### src/rtl/tick_pkg.sv
// Shared time-base helpers and repeat FSM state encoding for tick_scheduler.
package tick_pkg;

  typedef enum logic [1:0] {
    IDLE   = 2'd0,
    DELAY  = 2'd1,
    REPEAT = 2'd2
  } rpt_state_t;

  function automatic int unsigned calc_div(input int unsigned clk_hz,
                                           input int unsigned scan_hz);
    return clk_hz / scan_hz;
  endfunction

  // Bits needed for a counter spanning 0..n-1 (never less than one bit).
  function automatic int unsigned cnt_w(input int unsigned n);
    return (n > 1) ? $clog2(n) : 1;
  endfunction

endpackage

### src/rtl/tick_repeat_fsm.sv
// Press-and-hold auto-repeat: pulse on press, again after a hold delay, then periodically.
module tick_repeat_fsm
  import tick_pkg::*;
#(
  parameter int unsigned DELAY_TICKS  = 500,
  parameter int unsigned PERIOD_TICKS = 100
) (
  input  logic clk,
  input  logic rst,
  input  logic tick,
  input  logic set_hold,
  output logic repeat_tick
);

  localparam int unsigned MAX_TICKS = (DELAY_TICKS > PERIOD_TICKS) ? DELAY_TICKS : PERIOD_TICKS;
  localparam int unsigned CW = cnt_w(MAX_TICKS);

  rpt_state_t     state;
  logic [CW-1:0]  cnt;
  logic           hold_q;
  logic           rise;
  logic           delay_done;
  logic           period_done;

  assign rise        = set_hold & ~hold_q;
  assign delay_done  = tick && (cnt == CW'(DELAY_TICKS - 1));
  assign period_done = tick && (cnt == CW'(PERIOD_TICKS - 1));

  always_comb begin
    repeat_tick = 1'b0;
    unique case (state)
      IDLE:    repeat_tick = rise;
      DELAY:   repeat_tick = set_hold && delay_done;
      REPEAT:  repeat_tick = set_hold && period_done;
      default: repeat_tick = 1'b0;
    endcase
  end

  // hold_q resets high so a button already held at reset release needs a fresh press.
  always_ff @(posedge clk or negedge rst) begin
    if (!rst) begin
      state  <= IDLE;
      cnt    <= '0;
      hold_q <= 1'b1;
    end else begin
      hold_q <= set_hold;
      if (!set_hold) begin
        state <= IDLE;
        cnt   <= '0;
      end else begin
        unique case (state)
          IDLE: begin
            if (rise) begin
              state <= DELAY;
              cnt   <= '0;
            end
          end
          DELAY: begin
            if (delay_done) begin
              state <= REPEAT;
              cnt   <= '0;
            end else if (tick) begin
              cnt <= cnt + CW'(1);
            end
          end
          REPEAT: begin
            if (period_done) cnt <= '0;
            else if (tick)   cnt <= cnt + CW'(1);
          end
          default: begin
            state <= IDLE;
            cnt   <= '0;
          end
        endcase
      end
    end
  end

endmodule

### src/rtl/tick_scheduler.sv
// Central time base: shared scan prescaler, pausable seconds tick, blink level, button auto-repeat.
// Optional crystal trim of the last millisecond per second when TICK_SCHED_CAL_EN is defined.
module tick_scheduler
  import tick_pkg::*;
#(
  parameter int unsigned CLK_HZ           = 100_000_000,
  parameter int unsigned SCAN_HZ          = 1000,
  parameter int unsigned BLINK_HALF_MS    = 500,
  parameter int unsigned REPEAT_DELAY_MS  = 500,
  parameter int unsigned REPEAT_PERIOD_MS = 100
) (
  input  logic              clk,
  input  logic              rst,
  input  logic              run_en,
  input  logic              resync,
  input  logic              set_hold,
`ifdef TICK_SCHED_CAL_EN
  input  logic signed [7:0] cal_trim,
`endif
  output logic              scan_tick,
  output logic              sec_tick,
  output logic              blink,
  output logic              repeat_tick,
  output logic              paused
);

  localparam int unsigned DIV = calc_div(CLK_HZ, SCAN_HZ);
  localparam int unsigned PW  = cnt_w(DIV);
  localparam int unsigned MW  = cnt_w(SCAN_HZ);
  localparam int unsigned BW  = cnt_w(BLINK_HALF_MS);
`ifdef TICK_SCHED_CAL_EN
  localparam int unsigned SW  = cnt_w(DIV + 128);
`else
  localparam int unsigned SW  = PW;
`endif

  logic [PW-1:0] pre;
  logic [SW-1:0] sub;
  logic [SW-1:0] sub_last;
  logic [MW-1:0] ms;
  logic [BW-1:0] blink_cnt;
  logic          ms_last;
  logic          sub_wrap;

  assign scan_tick = (pre == PW'(DIV - 1));
  assign ms_last   = (ms == MW'(SCAN_HZ - 1));
  assign sub_wrap  = run_en && (sub == sub_last);
  assign sec_tick  = sub_wrap && ms_last && !resync;

  always_ff @(posedge clk or negedge rst) begin
    if (!rst) pre <= '0;
    else      pre <= scan_tick ? '0 : pre + PW'(1);
  end

`ifdef TICK_SCHED_CAL_EN
  logic signed [7:0] trim_q;

  always_ff @(posedge clk or negedge rst) begin
    if (!rst)          trim_q <= '0;
    else if (sec_tick) trim_q <= cal_trim;
  end

  // Sign-extending cast; modular add gives DIV-1+trim for the final millisecond.
  assign sub_last = ms_last ? (SW'(DIV - 1) + SW'(trim_q)) : SW'(DIV - 1);
`else
  assign sub_last = SW'(DIV - 1);
`endif

  // Seconds path keeps its own sub-ms phase so resync never disturbs scan_tick.
  always_ff @(posedge clk or negedge rst) begin
    if (!rst) begin
      sub    <= '0;
      ms     <= '0;
      paused <= 1'b1;
    end else begin
      paused <= ~run_en;
      if (resync) begin
        sub <= '0;
        ms  <= '0;
      end else if (run_en) begin
        if (sub_wrap) begin
          sub <= '0;
          ms  <= ms_last ? '0 : ms + MW'(1);
        end else begin
          sub <= sub + SW'(1);
        end
      end
    end
  end

  always_ff @(posedge clk or negedge rst) begin
    if (!rst) begin
      blink_cnt <= '0;
      blink     <= 1'b0;
    end else if (scan_tick) begin
      if (blink_cnt == BW'(BLINK_HALF_MS - 1)) begin
        blink_cnt <= '0;
        blink     <= ~blink;
      end else begin
        blink_cnt <= blink_cnt + BW'(1);
      end
    end
  end

  tick_repeat_fsm #(
    .DELAY_TICKS  (REPEAT_DELAY_MS),
    .PERIOD_TICKS (REPEAT_PERIOD_MS)
  ) u_repeat (
    .clk         (clk),
    .rst         (rst),
    .tick        (scan_tick),
    .set_hold    (set_hold),
    .repeat_tick (repeat_tick)
  );

endmodule

### config.mk
export PLATFORM = sky130hd
export DESIGN_NAME = tick_scheduler
export DESIGN_NICKNAME = d
export VERILOG_FILES = /design/src/rtl/tick_pkg.sv /design/src/rtl/tick_repeat_fsm.sv /design/src/rtl/tick_scheduler.sv
export SDC_FILE = /design/constraint.sdc
export NUM_CORES = 1
export LEC_CHECK = 0
export ABC_CLOCK_PERIOD_IN_PS = 2300
export CORE_AREA = 2 2 84 86
export CTS_CLUSTER_DIAMETER = 200
export DETAILED_ROUTE_END_ITERATION = 12
export DIE_AREA = 0 0 86 88
export PLACE_DENSITY = 0.73
export RECOVER_POWER = 100
export SLEW_MARGIN = 20
export SYNTH_ARGS = -nofsm -noshare
export SYNTH_HDL_FRONTEND = slang
export SYNTH_SLANG_ARGS = --single-unit
export TNS_END_PERCENT = 10
### constraint.sdc
create_clock -name clk -period 2.3 [get_ports clk]
set_clock_uncertainty 0.15 [all_clocks]
set_input_delay 0.345 -clock clk [delete_from_list [all_inputs] [get_ports clk]]
set_output_delay 0.345 -clock clk [all_outputs]
set_load 0.01 [all_outputs]
Word-level counts from Yosys, hierarchy flattened
Cells that the tools add are included.
Widths: inputs -> output; s select.
- output and inout bits: 5
- input port bits: 5
- logic and storage cells: 63
- bits in registers: 67
- add/subtract/negate cells: 5
- reductions and logical operators: 14
- bitwise operators: 4
- mux-type cells: 20
- eq/ne operators: 11
- operators by type and width (operator ; count):
    $mux 17 ; 4
    $mux 9 ; 6
    $mux 10 ; 4
    $add 17x1->17 const B ; 2
    $eq 17x17->1 const B ; 2
    $pmux 9 s3 ; 1
    $add 9x1->9 const B ; 2
    $eq 9x9->1 const B ; 2
    $add 10x1->10 const B ; 1
    $eq 10x10->1 const B ; 1
    $eq 9x7->1 const B ; 1
    $logic_and 1x1->1 ; 7
    $mux 2 ; 3
    $ne 3x2->1 const B ; 2
    $pmux 2 s3 ; 1
    $reduce_and 2->1 ; 2
    $reduce_bool 2->1 ; 2
    $not 1->1 ; 3
    $pmux 1 s3 ; 1
    $reduce_and 3->1 ; 1
    $eq 2x1->1 const B ; 1
    $eq 2x2->1 const B ; 1
    $logic_not 2->1 ; 1
    $ne 2x2->1 const B ; 1
    2 further kinds ; 2

Longest topological paths before layout
- word-level depth: 5
- depth in mapped cells: 10

Modules after synthesis
A second synthesis with hierarchy kept.
- cells, all modules: 356
- area total of the unflattened synthesis: 3529.6 sq um
- modules (own cells, without submodules) (module ; area each (sq um) ; sequential area each (sq um) ; instances ; cells an instance):
    tick_scheduler ; 2725.1 ; 1377.6 ; 1 ; 277
    tick_repeat_fsm ; 804.5 ; 301.5 ; 1 ; 79

Least setup slack after synthesis
Ideal clock, no wire load.
- path type: flip-flop to output port
- start point: register pre[0]
- end point: output port repeat_tick
- stages on the path, launching flop included: 11
- arrival time: 1984 ps
- path slack: -179 ps
- data required time: 1805 ps
- cell sequence: dfrtp_1 -> ha_1 -> and4_1 -> nand4b_2 -> or2_1 -> buf_2 -> inv_2 -> buf_4 -> nand2_1 -> o22ai_1 -> and3b_1
- longest elaborated chain between the ends: 4
- RTL lines (element ; line ; text):
    from (decl) ; tick_scheduler.sv:37 ; logic [PW-1:0] pre;
    from (signal assigned) ; tick_scheduler.sv:52 ; else pre <= scan_tick ? '0 : pre + PW'(1);
    $eq 17x17->1 (*) ; tick_scheduler.sv:45 ; assign scan_tick = (pre == PW'(DIV - 1));
    $logic_and 1x1->1, on equally long branches ; tick_repeat_fsm.sv:27, tick_repeat_fsm.sv:26 ;
    $logic_and 1x1->1, on equally long branches ; tick_repeat_fsm.sv:34, tick_repeat_fsm.sv:33 ;
    $pmux 1 s3 (*) ; tick_repeat_fsm.sv:31 ; unique case (state)
    to (decl) ; tick_scheduler.sv:23 ; output logic repeat_tick,
Every way passes the cells marked *; elsewhere a longest branch is shown, timed or not.

Worst setup path after layout
- start point: register u_repeat.cnt[7]
- end point: output port repeat_tick
- longest elaborated chain between the ends: 4
- RTL lines (element ; line ; text):
    from (decl) ; tick_repeat_fsm.sv:19 ; logic [CW-1:0] cnt;
    from (signal assigned) ; tick_repeat_fsm.sv:63 ; cnt <= cnt + CW'(1);
    from (signal assigned) ; tick_repeat_fsm.sv:68 ; else if (tick) cnt <= cnt + CW'(1);
    $eq 9x7->1 or $eq 9x9->1 (tied branches) ; tick_repeat_fsm.sv:27, tick_repeat_fsm.sv:26 ;
    $logic_and 1x1->1, on equally long branches ; tick_repeat_fsm.sv:27, tick_repeat_fsm.sv:26 ;
    $logic_and 1x1->1, on equally long branches ; tick_repeat_fsm.sv:34, tick_repeat_fsm.sv:33 ;
    $pmux 1 s3 (*) ; tick_repeat_fsm.sv:31 ;
Marked as above.

==> out/summary.txt <==
Post-Synth Simple-Gate Area = 0.2574
share of layout cells above drive strength 1 = 0.2198
Synth Flop Type = dfrtp_1
sequential area share after synthesis = 0.4739
Clock Sinks = 67
syn_nets = 384
status = complete, but fails checks
GRT overflow = 0
VDD IR max = 552.1 uV
Synth area leaders = dfrtp_1 46%, nor2_1 4.9%, nand2_1 4.1%, xnor2_1 4.0%, ha_1 3.5%
vias in the first global route = 3073
post-synth top area share = 0.4590
Final Cycle Share = 1.090
Rel. slew slack = 0.1401
Clock Tree Root = clkbuf_8
Ports = 10
Post-Synth XOR/XNOR Area = 0.07415
Comb pwr share = 0.157
initial core utilization = 0.5333
die area = 7568 um2
Die W = 86 um
Post-Syn Area per Cell = 9.603 um2
proportion of power drawn by flip-flops and latches = 0.436
Hold WC Path Type = reg -> reg
cell taking the most area after synthesis = dfrtp_1
Max Cap Viol = 0
NetSw = 695.3 uW
share of flip-flops with an asynchronous set or reset = 1.000
mux cell area share after synthesis = 0.008828
most instantiated cells after synthesis = 65 x dfrtp_1, 46 x nor2_1, 39 x nand2_1, 19 x nand3_1, 19 x o21ai_0
total number of H-tree levels = 3
Synth-to-Final Area Change = 26.06%
critical path, cell by cell = or4_4 > mux2i_2 > nand3_1 > o22ai_1 > and3b_2 > buf_6
pwr/cell area = 625.6 nW/um2
Internal = 2.099 mW
failing checks = negative setup slack
Max Transition Viols Final = 0
largest family of logic cells by synthesized area = simple AND/OR/NAND/NOR gates
part of the power in the clock network = 0.408
Clock Tree Buf Depth = 2
crit path DAT = 2.01 ns
chip height = 88 um
FF+latch area = 1679 um2
row count = 30
unrepaired setup endpoints after global routing = yes
setup tns final = -1.024 ns
hold violation count in the final report = 0
WP data required = 1.80 ns
HPWL Detailed = 5404 um
Core ar. = 6644 um2
GR Util All Layers = 0.2254
area share of fa/ha/maj cells after synthesis = 0.03531
first-pass GRT wire length = 13510 um
CTS tree = built
detailed-route wire length = 7593 um
# diodes = 0
Compound-Gate Fraction of Synth Area = 0.1239
number of synthesized register bits = 67
DR vias = 3015
clock latency on the worst-skew pair = 0.34 ns
final hold slack = 0.3243 ns
Fill cells = 527
post-route ant nets = 0
Leak = 2.102 nW
Post-route DRC = 0
CP peak stage delay = 0.56 ns
DRT iter0 DRCs = 93
Gate Count Post-Synth = 369
Crit. End Element = primary output
largest net degree at the start of global routing = 44
count of final setup violators = 15
WS Path Type = reg -> out
Final #Nets = 465
Startpoint Class = register
maximum fanout along the worst path = 2
WL/cell = 14.19 um
most frequent cell after synthesis = dfrtp_1
DR vias/cell = 5.636
FMAX = 398.9 MHz
input/output buffers = 9
post-synthesis cell type count = 54
Worst-Margin Slew = 1.290 ns
Post-synth EDFFs = 0
area of the multi-input gates = 1821 um2
sw frac = 0.2488
CP max stage cell = or4_4
DRT Pass-1 Iters = 4
initial antenna violation count = 0
Setup WS post-layout = -0.2067 ns
Worst-path clk slew = 0.07 ns
placer congestion estimate = 0.8492
Mapped Area = 3543 um2
yosys warns = 0
Num CTS Buffers = 9
Tmin final = 2.507 ns
==> kinds of logic (layout without fill, tap and decap cells) <==
kind of cell | count (synthesis) | count (layout)
buffers and inverters | 21 | 107
muxes | 3 | 3
and+or+nand+nor | 172 | 172
DFF | 67 | 67
AOI/OAI and AO/OA | 66 | 66
xor gates and xnor gates | 30 | 30
adders and majority gates | 10 | 10
==> cells in the final DEF (no fill, tap or decap), drive strengths merged, types with 2 or more instances in the layout <==
master,Yosys,routed
dfrtp,65,65
a21oi,17,17
a22o,8,8
nand2b,2,2
nand2,39,39
clkdlybuf4s50,0,3
dfstp,2,2
buf,5,60
nor3,6,6
or4b,2,2
nor2b,3,3
and3,12,12
inv,13,13
o21ai,19,19
dlygate4sd3,0,3
nor4,6,6
nor2,46,46
or4,3,3
and4,3,3
mux2i,2,2
clkbuf,3,24
nand4,13,13
nand3,20,20
o211ai,3,3
ha,10,10
o41ai,2,2
xor2,14,14
bufinv,0,2
o2111ai,2,2
a21o,6,6
and2,2,2
a31oi,3,3
xnor2,16,16
or3,7,7
==> final timing paths <==
check,startpoint,end,slack (ns),cells after the start
min,blink,blink,0.32,1
max reg2reg,pre[0],u_repeat.cnt[7],-0.15,8
min in group asynchronous,rst,ms[6],0.70,3
min reg2reg,blink,blink,0.32,1
max in group asynchronous,rst,pre[1],0.43,3
max,u_repeat.cnt[7],repeat_tick,-0.21,6
==> flip-flops by register name, summed over array words and instances, names as in the netlist <==
name / flops
pre: 17
paused: 1
blink_cnt: 9
u_repeat.cnt: 9
u_repeat.state: 2
sub: 17
blink: 1
ms: 10
u_repeat.hold_q: 1
==> power groups by stage <==
stage	Sequential [mW]	Combinational (mW)	Clock (mW)
after CTS	1.22	0.455	1.17
final	1.22	0.438	1.14
after floorplan	1.24	0.280	0
after global routing	1.22	0.486	1.21
after detailed placement	1.24	0.437	0
after global placement	1.24	0.420	0
==> through the flow <==
| stage | util | instances | total power [mW] | area, um2 | setup WS, ns |
|---|---|---|---|---|---|
| 6_report | 0.6723 | 535 | 2.794 | 4467 | -0.2067 |
| 3_5_place_dp | 0.6331 | 512 | 1.677 | 4207 | -0.2850 |
| 3_3_place_gp | 0.6331 | 512 | 1.657 | 4207 | -0.2508 |
| 4_1_cts | 0.6776 | 532 | 2.837 | 4502 | -0.2018 |
| 5_1_grt | 0.6723 | 535 | 2.916 | 4467 | -0.3067 |
| 2_1_floorplan | - | 369 | 1.520 | 3573 | -0.05989 |
==> cell type report <==
cell class              instances  area share
inverters                      13     0.01148
well taps                      80     0.02241
flip-flops and latches         67      0.3759
multi-input cells             281      0.4076
repair buffers                 78      0.1294
clock inverters                 3     0.01541
clock buffers                  13     0.03782
==> repair_timing <==
item                       4_1_cts  5_1_grt
hold buffers                     1        0
setup endpoints to repair       12       20
resized for setup               19        5
hold endpoints to repair        65        0
pin swaps                       12        8
buffers inserted                 3        3
gates cloned                     0        0
==> metal layers <==
metal | GRT usage | up-vias | routed length, um
met4 | 0.1140 | 0 | 148
li1 | - | 1479 | -
met3 | 0.03205 | 16 | 193
met5 | 0 | - | 0
met1 | 0.2685 | 1470 | 3363
met2 | 0.3989 | 50 | 3887
==> critical path, delay by kind of cell (launching register included) <==
kind | cells | cell delay, ns
AOI/OAI and AO/OA | 1 | 0.12
DFF | 1 | 0.38
and+or+nand+nor | 3 | 0.88
buffers and inverters | 1 | 0.10
muxes | 1 | 0.21
Power figures use the tool's default switching activity.
